`config.mk`:
```
export PLATFORM = sky130hd
export DESIGN_NAME = logic_pipe
export DESIGN_NICKNAME = d
export VERILOG_FILES = /design/src/rtl/logic_pipe.sv
export SDC_FILE = /design/constraint.sdc
export NUM_CORES = 1
export LEC_CHECK = 0
export ABC_AREA = 1
export CAP_MARGIN = 25
export CELL_PAD_IN_SITES_DETAIL_PLACEMENT = 1
export CELL_PAD_IN_SITES_GLOBAL_PLACEMENT = 1
export CORE_MARGIN = 10
export CORE_UTILIZATION = 32
export CTS_CLUSTER_DIAMETER = 60
export DETAILED_ROUTE_END_ITERATION = 8
export PLACE_DENSITY_LB_ADDON = 0.1
export SYNTH_ARGS = -nofsm -noshare
export SYNTH_HDL_FRONTEND = slang
export SYNTH_SLANG_ARGS = --single-unit
```
`constraint.sdc`:
```
create_clock -name clk -period 1.4 [get_ports clk]
set_clock_uncertainty 0.15 [all_clocks]
set_input_delay 0.14 -clock clk [delete_from_list [all_inputs] [get_ports clk]]
set_output_delay 0.14 -clock clk [all_outputs]
set_load 0.005 [all_outputs]
```
`src/rtl/logic_pipe.sv`:
```
// Pipelined bitwise logic unit: NIN operands reduced per bit by a per-transaction op,
// results delivered through a two-entry (main + skid) valid/ready output buffer.
module logic_pipe #(
    parameter int WIDTH = 8,
    parameter int NIN   = 2,
    parameter int CNT_W = 16
) (
    input  logic                   clk,
    input  logic                   rst,
    input  logic                   in_valid,
    output logic                   in_ready,
    input  logic [2:0]             in_op,
    input  logic [NIN*WIDTH-1:0]   in_data,
    output logic                   out_valid,
    input  logic                   out_ready,
    output logic [WIDTH-1:0]       out_data,
    output logic [2:0]             out_op,
    output logic [CNT_W-1:0]       count,
    output logic                   op_err
);

    localparam logic [2:0] OP_NAND = 3'd0;
    localparam logic [2:0] OP_AND  = 3'd1;
    localparam logic [2:0] OP_OR   = 3'd2;
    localparam logic [2:0] OP_NOR  = 3'd3;
    localparam logic [2:0] OP_XOR  = 3'd4;
    localparam logic [2:0] OP_XNOR = 3'd5;
    localparam logic [2:0] OP_NOT  = 3'd6;
    localparam logic [2:0] OP_ILL  = 3'd7;

    logic [WIDTH-1:0] and_r;
    logic [WIDTH-1:0] or_r;
    logic [WIDTH-1:0] xor_r;
    logic [WIDTH-1:0] result;

    logic             main_valid;
    logic [WIDTH-1:0] main_data;
    logic [2:0]       main_op;
    logic             skid_valid;
    logic [WIDTH-1:0] skid_data;
    logic [2:0]       skid_op;

    logic             accept;
    logic             handshake;

    always_comb begin
        and_r = '1;
        or_r  = '0;
        xor_r = '0;
        for (int i = 0; i < NIN; i++) begin
            and_r = and_r & in_data[i*WIDTH +: WIDTH];
            or_r  = or_r  | in_data[i*WIDTH +: WIDTH];
            xor_r = xor_r ^ in_data[i*WIDTH +: WIDTH];
        end
    end

    always_comb begin
        result = '0;
        case (in_op)
            OP_NAND: result = ~and_r;
            OP_AND:  result = and_r;
            OP_OR:   result = or_r;
            OP_NOR:  result = ~or_r;
            OP_XOR:  result = xor_r;
            OP_XNOR: result = ~xor_r;
            OP_NOT:  result = ~in_data[WIDTH-1:0];
            default: result = '0;
        endcase
    end

    // in_ready comes straight from the skid flop, so it never depends on out_ready.
    assign in_ready  = !skid_valid;
    assign accept    = in_valid && in_ready;
    assign handshake = main_valid && out_ready;

    assign out_valid = main_valid;
    assign out_data  = main_data;
    assign out_op    = main_op;

    always_ff @(posedge clk) begin
        if (rst) begin
            main_valid <= 1'b0;
            main_data  <= '0;
            main_op    <= '0;
            skid_valid <= 1'b0;
            skid_data  <= '0;
            skid_op    <= '0;
            count      <= '0;
            op_err     <= 1'b0;
        end else begin
            if (handshake) begin
                count <= count + CNT_W'(1);
            end
            if (accept && (in_op == OP_ILL)) begin
                op_err <= 1'b1;
            end

            // Main: refill from skid first to keep FIFO order, else from the input.
            if (handshake) begin
                if (skid_valid) begin
                    main_data <= skid_data;
                    main_op   <= skid_op;
                end else if (accept) begin
                    main_data <= result;
                    main_op   <= in_op;
                end else begin
                    main_valid <= 1'b0;
                end
            end else if (!main_valid && accept) begin
                main_valid <= 1'b1;
                main_data  <= result;
                main_op    <= in_op;
            end

            if (handshake && skid_valid) begin
                skid_valid <= accept;
                if (accept) begin
                    skid_data <= result;
                    skid_op   <= in_op;
                end
            end else if (accept && main_valid && !handshake) begin
                skid_valid <= 1'b1;
                skid_data  <= result;
                skid_op    <= in_op;
            end
        end
    end

endmodule

```
==> metrics.txt <==
overall routing resource usage 16.5%; endpoints failing setup 23; Net Sw Power 946 µW; Tightest Hold Check Type primary input to register; time the final worst path needs with I/O delays and setup 1.53 ns; Core ar. about 0.0082 mm²; critical path type register to register; setup repair after global routing missed its margin yes; worst hold slack 0.315 ns; maximum number of pins on one net before global-route repair 26; antenna-violating nets left 0; data required time of the critical path 1.45 ns; switching power share of the total between 30% and 40%; wire length of the first global-routing pass around 17000 µm; power per cell area 651 mW/mm²; internal power of the cells 1940 µW; cts-stage hold buffer count 0; Async SR Flop Fraction 0%; number of design-rule violations left by the first detailed-router iteration 78; clock transition at the registers of the reported paths 0.09 ns; failing checks negative setup slack; n_diodes 0; final design utilization a little over half; full die area 0.0124 mm²; met3 routed wirelength 388 µm; met1 layer wirelength in the final routing 4690 µm; share of Yosys cell area claimed by the top area cell type 30.7%; root buf cell clkbuf_8; number of nets in the finished design 575; crit path launch type register; Synth area leader dfxtp_1; uppermost routed layer met4; num ports between 50 and 60; Clock Latency Late Sink 0.31 ns; critical path fanouts, max 5; top_reg_cell synth dfxtp_1; # rows 33; # H-tree levels 2; critical path cell sequence buf_6 > nand2_8 > inv_6 > nand2_4 > nor2_4 > nand4_1 > o21ai_1 > nor2_1; final worst-path cycle share 110%; Fmax achieved 652 MHz; slowest stage cell on the critical path dfxtp_2; area of the mapped netlist 0.00268 mm²; relative contribution of sequential cells to total power 43.3%; Crit path arrival time between 1.5 and 2 ns; number of synthesized register bits 41; outcome finished, violations left; most common library cell in the layout ignoring fill and taps nand2_1; total CTS buffers 5; DR pass1 iterations 4; Final HPWL DP 7220 µm; global route overflow 0; most used cells in the layout excluding fill and tap cells nand2_1, nor2_1, buf_4; slowest stage delay, CP 0.36 ns; clock sink count 41; via count of the first global-routing pass 3495; Slew Limit Fails 0; routability congestion estimate from global placement 0.777; per-cell via count in the routed design 5.12; number of buffers added on ports 52; count of max-cap constraint violations 0; most area-consuming cells after synthesis dfxtp_1, nand2_1, nor2_1; Clk pwr share 28.0%; crit path setup slack, layout -0.134 ns; final hold violation count 0; Static Leakage ~0.0022 µW; Clock Tree Buf Depth 2; Max transition margin 79.4%; Mapped Nets 461; WL/cell 17.4 µm; fraction of layout instances using a drive strength above 1 36.6%; cell count after synthesis around 420; die width 111 µm; slew at the pin with the worst max-slew slack 0.306 ns; synthesized area per cell 6.35 µm²; type of element capturing the critical path register; antenna violations before repair 0; DRC 0; sequential area share after synthesis 30.7%; Die Y-Extent between 100 and 150 µm; Total Wirelength 11200 µm; number of enable flip-flop cells after synthesis 0; Initial Util about a third; met2 WL 5980 µm; distinct cell type count of the synthesized netlist 23; total vias in the final route 3285; worst supply voltage drop on vdd around 0.38 mV; Pwr Total 2890 µW; TritonCTS clock tree yes; combinational share of power 28.6%; synthesis-to-layout area growth 66.1%; Yosys warnings 0
## state kept, by name (all words and copies together), names as in the netlist
signal and count:
count 16, op_err 1, out_data 8, out_op 3, out_valid 1, skid_data 8, skid_op 3, skid_valid 1
## cells by family (layout without fill, tap and decap cells)
logic type	count (synthesis)	count (layout)	share of synthesized area (%)
compound gates	67	67	12.8
fa+ha+maj	17	17	7.95
buf+inv	84	199	12.6
flops	41	41	30.7
simple gates	212	212	36.0
## per-stage QoR
| step | TNS, ns | cell area (µm²) | cells | worst slack (ns) |
|---|---|---|---|---|
| 6_report | -0.781 | 4440 | 641 | -0.134 |
| 4_1_cts | -0.158 | 4250 | 635 | -0.0433 |
| 2_1_floorplan | 0 | 2680 | 421 | 0.00311 |
| 3_3_place_gp | -11.22 | 3690 | 612 | -0.426 |
| 3_5_place_dp | -12.87 | 3690 | 612 | -0.494 |
| 5_1_grt | -3.24 | 4440 | 641 | -0.225 |
## worst paths after layout
path                                              start                      end  slack, ns  cells past startpoint
worst max-delay path             out_valid$_SDFFE_PP0P_   count[14]$_SDFFE_PP0P_      -0.13                      8
worst min-delay path                           in_op[2]  skid_op[2]$_SDFFE_PP0P_       0.31                      4
worst max register to register   out_valid$_SDFFE_PP0P_   count[14]$_SDFFE_PP0P_      -0.13                      8
worst min register to register  skid_op[1]$_SDFFE_PP0P_   out_op[1]$_SDFFE_PP0P_       0.32                      2
## per-layer routing
layer	global-route usage, %	vias up
met5	0	-
li1	-	1608
met2	30.4	62
met1	19.3	1604
met4	3.08	0
met3	3.01	11
## power by group through the flow
stage	clock (µW)	combinational [µW]	sequential (µW)
2_1_floorplan	0	317	1270
4_1_cts	804	795	1250
3_3_place_gp	0	656	1280
3_5_place_dp	0	673	1280
6_report	810	828	1250
5_1_grt	878	913	1260
## repair_timing
| item | 4_1_cts | 5_1_grt |
|---|---|---|
| setup endpoints to repair | 64 | 34 |
| setup buffers | 13 | 6 |
| gates resized for setup | 179 | 39 |
| gates cloned | 3 | 0 |
| pin swaps | 34 | 10 |
## layout make-up
| type | instances | area (µm²) |
|---|---|---|
| fillers | 1038 | 3730 |
| multi-input cells | 296 | 1920 |
| repair buffers | 128 | 1190 |
| flip-flops and latches | 41 | 857 |
| inverters | 62 | 255 |
| well taps | 105 | 131 |
| clock buffers | 5 | 68.8 |
| clock inverters | 3 | 17.5 |
| repair inverters | 1 | 7.51 |
## critical path, delay by kind of cell, from the launching register on
kind	cells	cell delay (ns)
flip-flops	1	0.36
buffers and inverters	2	0.20
AO/OA/AOI/OAI	1	0.18
AND/OR/NAND/NOR	5	0.53
## Yosys cell counts, types with 8 or more instances
master,count
buf_2,9
nand3_1,17
a21oi_1,35
o21ai_0,13
dfxtp_1,41
clkbuf_1,10
inv_1,56
nand3b_1,8
nand4_1,37
nand2_1,71
o21ai_1,16
ha_1,17
nor2_1,70
(Power assumes the default switching activity.)
